**src/rtl/fma16_pkg.sv**
```systemverilog
// Shared types and constants for the fma16 writeback path.
// Flag indices address the 5-bit sticky {NV,DZ,OF,UF,NX} form.
package fma16_pkg;

    localparam int FLG_NV = 4;
    localparam int FLG_DZ = 3;
    localparam int FLG_OF = 2;
    localparam int FLG_UF = 1;
    localparam int FLG_NX = 0;

    localparam logic [15:0] CANON_NAN_H = 16'h7E00;

    typedef struct packed {
        logic [15:0] result;
        logic [3:0]  flags;
    } fma16_res_t;

    // Exponent all ones with a non-zero mantissa; infinities are excluded.
    function automatic logic is_nan16(input logic [15:0] v);
        return (v[14:10] == 5'h1F) && (v[9:0] != 10'd0);
    endfunction

endpackage

```
**src/rtl/fma16_wb_fifo.sv**
```systemverilog
// Generic 2-entry FIFO with valid/ready on both sides.
// Ready and valid come straight from the occupancy register, so there is no
// combinational path from out_ready_i to in_ready_o.
module fma16_wb_fifo #(
    parameter int W = 8
) (
    input  logic         clk,
    input  logic         rst_n,
    input  logic         in_valid_i,
    output logic         in_ready_o,
    input  logic [W-1:0] in_data_i,
    output logic         out_valid_o,
    input  logic         out_ready_i,
    output logic [W-1:0] out_data_o
);

    logic [W-1:0] mem_q [2];
    logic         wptr_q;
    logic         rptr_q;
    logic [1:0]   cnt_q;
    logic [1:0]   cnt_d;
    logic         push;
    logic         pop;

    assign in_ready_o  = (cnt_q != 2'd2);
    assign out_valid_o = (cnt_q != 2'd0);
    assign out_data_o  = mem_q[rptr_q];

    assign push = in_valid_i & in_ready_o;
    assign pop  = out_valid_o & out_ready_i;

    always_comb begin
        cnt_d = cnt_q;
        case ({push, pop})
            2'b10:   cnt_d = cnt_q + 2'd1;
            2'b01:   cnt_d = cnt_q - 2'd1;
            default: cnt_d = cnt_q;
        endcase
    end

    always_ff @(posedge clk or negedge rst_n) begin
        if (!rst_n) begin
            mem_q[0] <= '0;
            mem_q[1] <= '0;
            wptr_q   <= 1'b0;
            rptr_q   <= 1'b0;
            cnt_q    <= 2'd0;
        end else begin
            if (push) begin
                mem_q[wptr_q] <= in_data_i;
                wptr_q        <= ~wptr_q;
            end
            if (pop) begin
                rptr_q <= ~rptr_q;
            end
            cnt_q <= cnt_d;
        end
    end

endmodule

```
**src/rtl/fma16_wb.sv**
```systemverilog
// Writeback stage after the fma16 datapath: buffers result+tag, canonicalises
// NaNs on write, accumulates sticky fflags and counts retired results.
module fma16_wb
    import fma16_pkg::*;
#(
    parameter int TAG_W     = 4,
    parameter int CANON_NAN = 1,
    parameter int CNT_W     = 16
) (
    input  logic             clk,
    input  logic             reset_n,
    input  logic             in_valid,
    output logic             in_ready,
    input  logic [15:0]      in_result,
    input  logic [3:0]       in_flags,
    input  logic [TAG_W-1:0] in_tag,
    output logic             out_valid,
    input  logic             out_ready,
    output logic [15:0]      out_result,
    output logic [3:0]       out_flags,
    output logic [TAG_W-1:0] out_tag,
    output logic [4:0]       fflags,
    input  logic             fflags_clr,
    input  logic             fflags_we,
    input  logic [4:0]       fflags_wdata,
    output logic [CNT_W-1:0] op_count
);

    localparam int PW = $bits(fma16_res_t) + TAG_W;

    fma16_res_t        wr_res;
    fma16_res_t        rd_res;
    logic [PW-1:0]     wr_data;
    logic [PW-1:0]     rd_data;
    logic              accept;
    logic              retire;
    logic [4:0]        acc_flags;
    logic [4:0]        fflags_q;
    logic [4:0]        fflags_d;
    logic [CNT_W-1:0]  op_count_q;

    assign accept = in_valid & in_ready;
    assign retire = out_valid & out_ready;

    always_comb begin
        wr_res.flags  = in_flags;
        wr_res.result = in_result;
        if ((CANON_NAN != 0) && is_nan16(in_result)) begin
            wr_res.result = CANON_NAN_H;
        end
    end

    assign wr_data = {wr_res, in_tag};

    fma16_wb_fifo #(
        .W (PW)
    ) u_fifo (
        .clk         (clk),
        .rst_n       (reset_n),
        .in_valid_i  (in_valid),
        .in_ready_o  (in_ready),
        .in_data_i   (wr_data),
        .out_valid_o (out_valid),
        .out_ready_i (out_ready),
        .out_data_o  (rd_data)
    );

    assign rd_res     = rd_data[PW-1:TAG_W];
    assign out_result = rd_res.result;
    assign out_flags  = rd_res.flags;
    assign out_tag    = rd_data[TAG_W-1:0];

    // Accepted flags are OR'd in on every branch so a coincident clear or
    // software write can never lose them.
    always_comb begin
        acc_flags = 5'd0;
        if (accept) begin
            acc_flags[FLG_NV] = in_flags[3];
            acc_flags[FLG_OF] = in_flags[2];
            acc_flags[FLG_UF] = in_flags[1];
            acc_flags[FLG_NX] = in_flags[0];
        end
        if (fflags_we) begin
            fflags_d = fflags_wdata | acc_flags;
        end else if (fflags_clr) begin
            fflags_d = acc_flags;
        end else begin
            fflags_d = fflags_q | acc_flags;
        end
    end

    always_ff @(posedge clk or negedge reset_n) begin
        if (!reset_n) begin
            fflags_q   <= 5'd0;
            op_count_q <= '0;
        end else begin
            fflags_q <= fflags_d;
            if (retire) begin
                op_count_q <= op_count_q + CNT_W'(1);
            end
        end
    end

    assign fflags   = fflags_q;
    assign op_count = op_count_q;

endmodule

```
**config.mk**
```make
export PLATFORM = sky130hd
export DESIGN_NAME = fma16_wb
export DESIGN_NICKNAME = d
export VERILOG_FILES = /design/src/rtl/fma16_pkg.sv /design/src/rtl/fma16_wb_fifo.sv /design/src/rtl/fma16_wb.sv
export SDC_FILE = /design/constraint.sdc
export NUM_CORES = 1
export LEC_CHECK = 0
export BUFFER_PORTS_ARGS = -buffer_cell sky130_fd_sc_hd__buf_2
export CELL_PAD_IN_SITES_DETAIL_PLACEMENT = 0
export CELL_PAD_IN_SITES_GLOBAL_PLACEMENT = 1
export CORE_UTILIZATION = 37
export DETAILED_ROUTE_END_ITERATION = 7
export GPL_TIMING_DRIVEN = 1
export PLACE_DENSITY = 0.82
export SKIP_CTS_REPAIR_TIMING = 1
export SYNTH_ARGS = -nofsm -noshare
export SYNTH_HDL_FRONTEND = slang
export SYNTH_SLANG_ARGS = --single-unit
export TNS_END_PERCENT = 20
```
**constraint.sdc**
```tcl
create_clock -name clk -period 1.6 [get_ports clk]
set_input_delay 0.4 -clock clk [delete_from_list [all_inputs] [get_ports clk]]
set_output_delay 0.4 -clock clk [all_outputs]
set_load 0.05 [all_outputs]
```
---- Word level (Yosys, flattened, before mapping) ----
Cells that the tools add are included.
storage, ports and cells
  bits in registers ....................... 73
  output and inout bits ................... 47
  logic and storage cells ................. 42
operators by class
  $add $sub $neg .......................... 3
  $lt $le $gt $ge ......................... 3
  equality and inequality tests ........... 4
  muxes and demuxes ....................... 12
  bitwise operators ....................... 8
  reductions and logical operators ........ 5
operators by type and width
  cell                     number
  $mux W24                 4
  $bwmux W48               1
  $demux W24 S1            1
  $add A16 B1 Y16 const B  1
  $mux W16                 1
  $mux W5                  2
  $or A5 B5 Y5             2
  $reduce_bool A10 Y1      1
  $eq A5 B5 Y1 const B     1
  $ge A2 B2 Y1 const B     2
  $not A1 Y2               2
  $pmux W2 S2              1
  $reduce_bool A2 Y1       2
  $mux W3                  1
  $add A2 B1 Y2 const B    1
  $and A1 B1 Y1            2
  $eq A2 B1 Y1 const B     1
  $eq A2 B2 Y1 const B     1
  $logic_and A1 B1 Y1      2
  $lt A2 B1 Y1 const B     1
  $ne A2 B2 Y1 const B     1
  $not A1 Y1               2
  $sub A2 B1 Y2 const B    1
  $mux W1                  1

---- Longest topological paths before layout ----
  depth in word-level cells ............... 6
  depth in mapped cells ................... 7
  gate-level depth less buffers ........... 7

---- Cells and area by module ----
From an unflattened synthesis, not the netlist that was laid out.
unflattened totals
  cell total of the unflattened synthesis .. 247
  area, all modules ....................... 3547.2 um^2
modules (own cells, without submodules)
  module         times used  cells each  area an instance (um^2)
  fma16_wb_fifo  1           146         2488.6
  fma16_wb       1           101         1058.5

---- Worst setup path before layout ----
No wires, ideal clock.
  path kind ............................... flip-flop to output port
  start ................................... register u_fifo.rptr_q
  end ..................................... output out_result[0]
  data arrival time ....................... 1.257 ns
  required time ........................... 1.200 ns
  path slack .............................. -0.057 ns
  cell stages (with the launch flop) ...... 4
  buffers on the path ..................... 2
  cells stage by stage .................... dfrtp_1 clkbuf_1 buf_2 mux2_2
between the ends
  cells in the longest elaborated chain, start to end .. 4
RTL lines
  item                                          RTL line             source
  start, declared                               fma16_wb_fifo.sv:19  logic rptr_q;
  start signal, assigned                        fma16_wb_fifo.sv:54  rptr_q <= ~rptr_q;
  $not A1 Y2 (implied by the code)              fma16_wb_fifo.sv:27  assign out_data_o = mem_q[rptr_q];
  $mux W24 (implied by the code) (3 in series)  fma16_wb_fifo.sv:27
  end, declared                                 fma16_wb.sv:19       output logic [15:0] out_result,
Every way passes these cells. The select of a mux whose other input is x is not followed.

---- Worst setup path after layout ----
  start ................................... register u_fifo.rptr_q
  end ..................................... output out_flags[3]
between the ends
  cells in the longest elaborated chain, start to end .. 4
RTL lines
  item                                          RTL line             source
  $not A1 Y2 (implied by the code)              fma16_wb_fifo.sv:27
  $mux W24 (implied by the code) (3 in series)  fma16_wb_fifo.sv:27
  end, declared                                 fma16_wb.sv:20       output logic [3:0] out_flags,
Every way passes these cells. The select of a mux whose other input is x is not followed.

==> qor.txt <==
result of the run = finished, violations left
violated checks = negative setup slack
path type of the worst min-delay path = input port to asynchronous set/reset pin
port bufs = 81
sequential-to-total area share from yosys stat = 0.553
largest area contributor in the synthesized netlist = sky130_fd_sc_hd__dfrtp_1
dpl cell area = 3930 um2
Net Count, Synth = 349
worst endpoint required time = 1200 ps
Cell Area, Synth = 3310 um2
Top Ports = 82
Die Footprint = 9320 um2
leakage power = 2.16 nW
# nets final = 443
Clock Tree Root = sky130_fd_sc_hd__clkbuf_8
crit path max fanout = 7
sum of negative setup slack = -6420 ps
dpl hpwl = 5.31 mm
overall routed net length = 7.49 mm
ratio of cells with drive above 1 in the final layout = 0.380
final weighted congestion in routability-driven placement = 0.779
clock input transition at the sequential cells of the worst setup and hold paths = 80 ps
number of clock sinks seen by CTS = 73
first-pass GRT wire length = 11.9 mm
largest net degree at the start of global routing = 35
total non-filler cell area in the finished layout = 4320 um2
y dimension of the die = 96.5 um
max-cap check violation count = 0
iteration count of the initial detailed-routing pass = 4
post-layout minimum cycle time = 1900 ps
Yosys reg bits = 73
Detailed Route Iter0 Violations = 73
critical path type = register to primary output
antenna violations before repair = 0
Post-Synthesis Mean Instance Area = 10.6 um2
Final Hold Viols = 0
Longest Clk Path Bufs = 2
Synth Instances = 312
leading cell types by total area after synthesis = sky130_fd_sc_hd__dfrtp_1, sky130_fd_sc_hd__nand2_1, sky130_fd_sc_hd__mux2_2
standard-cell rows = 34
vias in the first global route = 2439
CTS tree = yes
total via count after detailed routing = 2490
count of unique library cells instantiated by Yosys = 38
peak supply drop = 0.000969 V
post-layout power = 10.1 mW
final setup violation count = 25
arrival time at the worst endpoint = 1500 ps
clock skew after layout = 6.85 ps
dominant synthesized flop cell = sky130_fd_sc_hd__dfrtp_1
clock latency at the later pin of the worst-skew pair = 350 ps
Starting Density = 0.381
Worst slew margin = 0.689
startpoint type of the worst setup path = register
core region area = 8680 um2
synthesis-to-layout area growth = 30.5%
number of buffers created by CTS = 9
post-route ant nets = 0
count of flip-flops with a built-in enable after synthesis = 0
async set or reset register ratio after synthesis = 1.00
fmax = 527 MHz
pre-CTS WS = 14.0 ps
post-route DRC violation count = 0
Yosys top cell area share = 0.553
commonest cells in the synthesized netlist = sky130_fd_sc_hd__nand2_1, sky130_fd_sc_hd__dfrtp_1, sky130_fd_sc_hd__mux2_2, sky130_fd_sc_hd__o21ai_0, sky130_fd_sc_hd__xnor2_1
Worst Tran Pin Value = 466 ps
width of the chip = 96.5 um
synthesis warning total = 0
most instantiated library cell after synthesis = sky130_fd_sc_hd__nand2_1
Vias per Instance = 4.80
Final Max Tran Viols = 0
power density of the placed cells = 2340 nW/um2
Overall Global Routing Usage = 0.173
routed length per placed instance = 14.4 um
crit path capture type = primary output
least setup slack across all paths after layout = -298 ps
final clock period utilization by the worst path = 1.19
overall overflow remaining after global route = 0
number of antenna cells inserted = 0
number of levels the H-tree was split into = 3
unrepaired setup endpoints after global routing = yes
-- kinds of logic (layout without fill, tap and decap cells) --
kind of cell             Yosys count  after routing  share of synthesized area
flip-flops                        73             73                      0.553
AND/OR/NAND/NOR                  137            137                      0.191
adder cells (fa/ha/maj)            2              2                    0.00757
buffers and inverters             21            120                     0.0348
AO/OA/AOI/OAI                     30             30                     0.0617
XOR/XNOR                          19             19                     0.0503
multiplexers                      30             30                      0.102
-- cells in the final DEF, fill, tap and decap left out, types with 2 or more instances in the layout --
cell and n:
sky130_fd_sc_hd__nand2_1 101, sky130_fd_sc_hd__dfrtp_1 70, sky130_fd_sc_hd__buf_2 57, sky130_fd_sc_hd__mux2_2 29, sky130_fd_sc_hd__buf_6 22, sky130_fd_sc_hd__o21ai_0 18
sky130_fd_sc_hd__xnor2_1 13, sky130_fd_sc_hd__clkbuf_8 10, sky130_fd_sc_hd__buf_4 10, sky130_fd_sc_hd__inv_1 8, sky130_fd_sc_hd__nor2_1 7, sky130_fd_sc_hd__xor2_1 6
sky130_fd_sc_hd__and3_1 5, sky130_fd_sc_hd__buf_12 5, sky130_fd_sc_hd__nand3_1 4, sky130_fd_sc_hd__a222oi_1 3, sky130_fd_sc_hd__nand3_2 3, sky130_fd_sc_hd__clkinvlp_4 3
sky130_fd_sc_hd__dfrtp_2 3, sky130_fd_sc_hd__nand2b_1 2, sky130_fd_sc_hd__nor4_1 2, sky130_fd_sc_hd__nand4_1 2, sky130_fd_sc_hd__nor3_2 2, sky130_fd_sc_hd__o21ai_2 2
sky130_fd_sc_hd__ha_1 2
-- state kept, by name, indices dropped and copies added (netlist names) --
name,flops
fflags,5
u_fifo.rptr_q,1
u_fifo.cnt_q,2
op_count,16
u_fifo.wptr_q,1
u_fifo.mem_q,48
-- final cells by class --
type | count | area, um2
Clock inverter | 6 | 66.3
Inverter | 8 | 30.0
Clock buffer | 10 | 138
Tap cell | 108 | 135
Sequential cell | 73 | 1830
Timing Repair Buffer | 96 | 748
Multi-Input combinational cell | 218 | 1370
Fill cell | 822 | 4360
-- worst paths after layout --
kind / startpoint / endpoint / slack, ps / cells after the start
max in group asynchronous: reset_n / u_fifo.cnt_q[0]$_DFFE_PN0P_ / 1060 / 2
min: reset_n / op_count[1]$_DFFE_PN0P_ / 1 / 1
max: u_fifo.rptr_q$_DFFE_PN0P_ / out_flags[3] / -300 / 3
max reg2reg: u_fifo.cnt_q[0]$_DFFE_PN0P_ / u_fifo.cnt_q[1]$_DFFE_PN0P_ / 110 / 6
min in group clk: in_tag[2] / u_fifo.mem_q[26]$_DFFE_PN0P_ / 260 / 3
min reg2reg: op_count[15]$_DFFE_PN0P_ / op_count[15]$_DFFE_PN0P_ / 470 / 1
-- worst max-delay path, stage by stage, from the launching register on --
cell and delay, ps:
sky130_fd_sc_hd__dfrtp_2 460, sky130_fd_sc_hd__buf_12 150, sky130_fd_sc_hd__mux2_2 330, sky130_fd_sc_hd__buf_2 210
-- power by group --
part	internal (mW)	switching, mW	leakage [nW]
registers	2.59	0.494	0.892
clock network	0.765	0.708	0.0949
logic	2.15	3.38	1.17
-- through the flow --
| stage | util | cells | hold WS [ps] |
|---|---|---|---|
| floorplan | - | 312 | 104 |
| global placement | 0.453 | 502 | 374 |
| detailed placement | 0.453 | 502 | 386 |
| CTS | 0.476 | 518 | 2.53 |
| global route | 0.497 | 519 | 12.1 |
| finish | 0.497 | 519 | 1.42 |
-- per-layer routing --
metal / track usage / up-vias / part of all wire
met1: 0.230 / 1192 / 0.46
met3: 0.0462 / 10 / 0.050
met2: 0.267 / 59 / 0.47
li1: - / 1229 / -
met4: 0.0699 / 0 / 0.013
met5: 0 / - / 0
No activity file was read; power rests on OpenSTA's default activity.
